===== src/rtl/imem_loader_pkg.sv =====
// Shared types and constants for the instruction-memory program loader.
package imem_loader_pkg;

  typedef enum logic [2:0] {
    ST_IDLE,
    ST_HDR0,
    ST_HDR1,
    ST_DATA,
    ST_CSUM,
    ST_DONE,
    ST_ERR
  } state_e;

  localparam int          HDR_BYTES      = 2;
  localparam int          BYTES_PER_WORD = 4;
  localparam logic [7:0]  CSUM_GOOD      = 8'h00;

  // Byte address of a word index: {index, 2'b00}, zero-extended to 32 bits.
  function automatic logic [31:0] word_addr(input logic [15:0] idx);
    return {14'd0, idx, 2'b00};
  endfunction

endpackage


===== src/rtl/loader_word_packer.sv =====
// Little-endian 4-byte assembler: the first byte of a word lands in bits [7:0].
// Emits a registered one-cycle word_valid_o with the completed word.
module loader_word_packer
  import imem_loader_pkg::*;
(
  input  logic        clk,
  input  logic        reset,
  input  logic        clr_i,
  input  logic        byte_en_i,
  input  logic [7:0]  byte_i,
  output logic        last_byte_o,
  output logic        word_valid_o,
  output logic [31:0] word_o
);

  localparam logic [1:0] LAST_LANE = 2'(BYTES_PER_WORD - 1);

  logic [1:0]  cnt_q;
  logic        word_valid_q;
  logic [31:0] word_q;
  logic [7:0]  lane_w [3];

  assign last_byte_o  = (cnt_q == LAST_LANE);
  assign word_valid_o = word_valid_q;
  assign word_o       = word_q;

  // Byte position within the current word; wraps naturally after lane 3.
  always_ff @(posedge clk or posedge reset) begin
    if (reset) begin
      cnt_q <= 2'd0;
    end else if (clr_i) begin
      cnt_q <= 2'd0;
    end else if (byte_en_i) begin
      cnt_q <= cnt_q + 2'd1;
    end
  end

  // Lanes 0..2 are buffered; lane 3 is taken straight from the input when the word closes.
  for (genvar gi = 0; gi < 3; gi++) begin : g_lane
    logic [7:0] lane_q;

    // Capture the byte destined for this lane.
    always_ff @(posedge clk or posedge reset) begin
      if (reset) begin
        lane_q <= 8'h00;
      end else if (byte_en_i && !clr_i && (cnt_q == 2'(gi))) begin
        lane_q <= byte_i;
      end
    end

    assign lane_w[gi] = lane_q;
  end

  // Publish the completed word for exactly one cycle.
  always_ff @(posedge clk or posedge reset) begin
    if (reset) begin
      word_valid_q <= 1'b0;
      word_q       <= 32'h0;
    end else if (clr_i) begin
      word_valid_q <= 1'b0;
    end else begin
      word_valid_q <= byte_en_i && last_byte_o;
      if (byte_en_i && last_byte_o) begin
        word_q <= {byte_i, lane_w[2], lane_w[1], lane_w[0]};
      end
    end
  end

endmodule


===== src/rtl/imem_loader.sv =====
// Program loader: parses a framed byte stream (length, payload, checksum),
// writes payload words to instruction memory and holds the core in reset
// until a frame with a good checksum has been loaded.
module imem_loader
  import imem_loader_pkg::*;
#(
  parameter int WORDS = 64
) (
  input  logic        clk,
  input  logic        reset,
  input  logic        start,
  input  logic        byte_valid,
  input  logic [7:0]  byte_data,
  output logic        byte_ready,
  output logic        imem_we,
  output logic [31:0] imem_addr,
  output logic [31:0] imem_wd,
  output logic        core_reset,
  output logic        done,
  output logic        error
);

  localparam logic [16:0] WORDS_W = 17'(WORDS);

  state_e      state_q;
  logic [7:0]  len_lo_q;
  logic [15:0] len_q;
  logic [15:0] idx_q;
  logic [7:0]  sum_q;
  logic [31:0] addr_q;
  logic        byte_ready_q;
  logic        core_reset_q;
  logic        done_q;
  logic        error_q;

  logic        xfer;
  logic        frame_start;
  logic [15:0] len_d;
  logic [7:0]  sum_d;
  logic        pk_last;
  logic        pk_valid;
  logic [31:0] pk_word;

  assign xfer        = byte_valid && byte_ready_q;
  assign frame_start = start && ((state_q == ST_IDLE) || (state_q == ST_DONE) || (state_q == ST_ERR));
  assign len_d       = {byte_data, len_lo_q};
  assign sum_d       = sum_q + byte_data;

  loader_word_packer u_packer (
    .clk          (clk),
    .reset        (reset),
    .clr_i        (frame_start),
    .byte_en_i    (xfer && (state_q == ST_DATA)),
    .byte_i       (byte_data),
    .last_byte_o  (pk_last),
    .word_valid_o (pk_valid),
    .word_o       (pk_word)
  );

  assign byte_ready = byte_ready_q;
  assign imem_we    = pk_valid;
  assign imem_wd    = pk_word;
  assign imem_addr  = addr_q;
  assign core_reset = core_reset_q;
  assign done       = done_q;
  assign error      = error_q;

  // Frame parser FSM with registered handshake, address and status outputs.
  always_ff @(posedge clk or posedge reset) begin
    if (reset) begin
      state_q      <= ST_IDLE;
      len_lo_q     <= 8'h00;
      len_q        <= 16'h0;
      idx_q        <= 16'h0;
      sum_q        <= 8'h00;
      addr_q       <= 32'h0;
      byte_ready_q <= 1'b0;
      core_reset_q <= 1'b1;
      done_q       <= 1'b0;
      error_q      <= 1'b0;
    end else begin
      case (state_q)
        ST_IDLE, ST_DONE, ST_ERR: begin
          if (start) begin
            state_q      <= ST_HDR0;
            idx_q        <= 16'h0;
            sum_q        <= 8'h00;
            byte_ready_q <= 1'b1;
            core_reset_q <= 1'b1;
            done_q       <= 1'b0;
            error_q      <= 1'b0;
          end
        end
        ST_HDR0: begin
          if (xfer) begin
            len_lo_q <= byte_data;
            sum_q    <= sum_d;
            state_q  <= ST_HDR1;
          end
        end
        ST_HDR1: begin
          if (xfer) begin
            sum_q <= sum_d;
            len_q <= len_d;
            if ({1'b0, len_d} > WORDS_W) begin
              state_q      <= ST_ERR;
              byte_ready_q <= 1'b0;
              error_q      <= 1'b1;
            end else if (len_d == 16'h0) begin
              state_q <= ST_CSUM;
            end else begin
              state_q <= ST_DATA;
            end
          end
        end
        ST_DATA: begin
          if (xfer) begin
            sum_q <= sum_d;
            if (pk_last) begin
              // Address is registered alongside the packer's word so both appear with the strobe.
              addr_q <= word_addr(idx_q);
              idx_q  <= idx_q + 16'd1;
              if (idx_q == (len_q - 16'd1)) begin
                state_q <= ST_CSUM;
              end
            end
          end
        end
        ST_CSUM: begin
          if (xfer) begin
            sum_q        <= sum_d;
            byte_ready_q <= 1'b0;
            if (sum_d == CSUM_GOOD) begin
              state_q      <= ST_DONE;
              done_q       <= 1'b1;
              core_reset_q <= 1'b0;
            end else begin
              state_q <= ST_ERR;
              error_q <= 1'b1;
            end
          end
        end
        default: begin
          state_q      <= ST_IDLE;
          byte_ready_q <= 1'b0;
        end
      endcase
    end
  end

endmodule


===== config.mk =====
export PLATFORM = sky130hd
export DESIGN_NAME = imem_loader
export DESIGN_NICKNAME = d
export VERILOG_FILES = /design/src/rtl/imem_loader_pkg.sv /design/src/rtl/loader_word_packer.sv /design/src/rtl/imem_loader.sv
export SDC_FILE = /design/constraint.sdc
export NUM_CORES = 1
export LEC_CHECK = 0
export ABC_AREA = 1
export BUFFER_PORTS_ARGS = -buffer_cell sky130_fd_sc_hd__buf_2
export CORE_UTILIZATION = 40
export CTS_BUF_LIST = sky130_fd_sc_hd__clkbuf_8
export DETAILED_ROUTE_END_ITERATION = 12
export GPL_ROUTABILITY_DRIVEN = 0
export HOLD_SLACK_MARGIN = 0.03
export PLACE_DENSITY = 0.59
export SYNTH_ARGS = -nofsm -noshare
export SYNTH_HDL_FRONTEND = slang
export SYNTH_SLANG_ARGS = --single-unit

===== constraint.sdc =====
create_clock -name clk -period 5.35 [get_ports clk]
set_input_delay 1.07 -clock clk [delete_from_list [all_inputs] [get_ports clk]]
set_output_delay 1.07 -clock clk [all_outputs]
set_load 0.05 [all_outputs]

==> flow_metrics.tcl <==
set metrics [dict create \
    grt_max_degree 69 \
    p_leak_nw 3.91 \
    layout-drive-gt1-share 0.145 \
    min_path_type "reg -> reg" \
    ir_drop_v 0.000204 \
    setup_viol 0 \
    hold_buffers 0 \
    dpl.hpwl_um 10700 \
    synth_seq_cells 130 \
    diodes 0 \
    vias 5239 \
    use_met3 0.0471 \
    top_usage_layer "met2" \
    fmax_mhz 352 \
    die_h_um 130 \
    antenna_found_initial 0 \
    worstSetupStartpointType "input port" \
    grt_pass1_wl_um 24900 \
    cts_tree "built" \
    crit_buf_inv 3 \
    clock_sinks 130 \
    grt_pass1_vias 5046 \
    maxCapViolations 0 \
    async_flop_share 1.00 \
    finalCritPeriodShare 0.530 \
    ios 81 \
    grt_overflow 0 \
    cts_buffer_depth 2 \
    tightest_slew_ns 1.02 \
    p_per_area_mw_per_mm2 453 \
    rsz0062_at_grt "no" \
    clockRootBuffer "clkbuf_8" \
    syn-cell-area_sq_mm 0.00652 \
    cp_max_fo 68 \
    ant_nets 0 \
    crit_chain "buf_2 -> nand2_1 -> nor2_4 -> inv_2 -> nor2_4 -> inv_2 -> nand2_1 -> o21ai_0" \
    period_needed_ns 2.84 \
    required_ns 5.64 \
    viasPerCell 4.74 \
    firstDrtPassIters 5 \
    ys_warn_count 0 \
    cp_top_family "simple AND/OR/NAND/NOR gates" \
    drc 0 \
    ys_types 43 \
    n_fill_cell 1583 \
    tns_ns 0 \
    fin_skew_ns 0.0136 \
    routed_wl_um 14900 \
    post_cts_resized 0 \
    gr-usage-met2 0.305 \
    whs_ns 0.461 \
    worst_setup_path_end_kind "register" \
    cp_slowest_cell "inv_2" \
    h-tree-depth 4 \
    arrival_ns 3.13 \
    drt_iter0_drc 356 \
    nNetsFinal 903 \
    met1_usage 0.256 \
    finalHoldViolCount 0 \
    routedWlPerCell_um 13.4 \
    cts_made_buffers 17 \
    critPathKind "in -> reg" \
    insertion_delay_ns 0.46 \
    run_status "complete, no violations" \
    fp.dieW_um 130 \
    syn-mean-instance-area_sq_um 8.03 \
    synth-edff-count 0 \
    rows 46 \
    fin_ws_ns 2.51 \
    slew_headroom 0.322 \
    grt.total_usage 0.194 \
    preCtsSetupSlack_ns 1.98 \
    clkTransAtPathRegs_ns 0.07 \
    numPortBuffers 64 \
    placed_area_sq_mm 0.00698 \
    seq_area_frac_synth 0.499 \
    critPathMaxStageDelay_ns 0.60 \
    core-area_sq_mm 0.0159 \
    synthCells 812 \
    drv_slew 0 \
    die_area_sq_mm 0.0168 \
    area_growth_pct 13.2 \
    post_cts_buffers 0 \
    initial_utilization 0.411 \
    yosys_most_used_dff "dfrtp_1" \
    fin_area_sq_mm 0.00738 \
]
## stage by stage
step,power [W],std cells,util
after detailed placement,0.00252,1074,0.439
after global routing,0.00363,1106,0.465
after global placement,0.00250,1074,0.439
after floorplan,0.00225,827,-
final,0.00334,1106,0.465
after CTS,0.00337,1106,0.465
## tightest hold or removal path: cells and delay by family, from the launching register on
kind,cells,cell delay [ns]
flops,1,0.37
simple gates,2,0.09
## final cells by class
type	count	area, sq um	area share
multi-input cells	579	2800	0.379
flip-flops and latches	130	3250	0.441
well taps	216	270	0.0366
clock buffers	20	275	0.0373
clock inverters	12	131	0.0178
repair buffers	66	335	0.0454
inverters	83	319	0.0432
## path summary, 6_finish.rpt
| check | slack [ns] | depth (start not counted) | endpoint | startpoint |
|---|---|---|---|---|
| setup reg to reg | 2.64 | 10 | imem_addr[3] | state_q[2] |
| hold reg to reg | 0.46 | 2 | core_reset | core_reset |
| max in group asynchronous | 3.56 | 3 | done | reset |
| min in group asynchronous | 0.71 | 2 | u_packer.g_lane[2].lane_q[5] | reset |
| hold / removal | 0.46 | 2 | core_reset | core_reset |
| setup / recovery | 2.51 | 8 | imem_addr[3] | byte_valid |
## placed cells by master, fill, tap and decap left out, types with 8 or more instances in the layout
master	n
nor2_1	42
dfrtp_1	129
nand4_1	11
inv_1	75
o21ai_1	8
ha_1	13
o21ai_0	83
clkbuf_8	20
buf_2	64
nand3_1	30
a21oi_1	16
nor3_1	10
nand2_1	292
xor2_1	11
conb_1	16
## synthesized netlist by cell type (all sizes together), types with 11 or more instances
library cell | n | share of area
clkbuf | 11 | 0.0065
dfrtp | 129 | 0.50
a21oi | 17 | 0.015
buf | 24 | 0.026
nand4 | 12 | 0.014
ha | 13 | 0.025
o21ai | 93 | 0.074
nor2 | 51 | 0.037
nand3 | 34 | 0.029
xor2 | 11 | 0.015
inv | 82 | 0.048
nand2 | 297 | 0.17
## per-layer routing
layer / up-vias / share of wire
li1: 2691 / -
met1: 2408 / 0.49
met2: 112 / 0.45
met3: 28 / 0.043
met4: 0 / 0.020
met5: - / 0
## report_power, final
group	total, W	internal [W]	switching (W)
logic	0.00116	0.000372	0.000786
clock network	0.000849	0.000451	0.000397
registers	0.00134	0.00118	0.000159
## cells by family after synthesis
family,share of synthesized area
buffers and inverters,0.0806
other,0.000575
and+or+nand+nor,0.269
DFF,0.499
xor gates and xnor gates,0.0188
adders and majority gates,0.0280
AOI/OAI and AO/OA,0.104
## sequential cells by signal (all words and copies together), names as in the netlist
signal,count
byte_ready,1
core_reset,1
done,1
error,1
idx_q,16
imem_addr,16
len_lo_q,8
len_q,16
state_q,3
sum_q,8
u_packer.cnt_q,2
u_packer.g_lane.lane_q,24
u_packer.word_o,32
u_packer.word_valid_o,1
No activity file was read; power rests on OpenSTA's default activity.
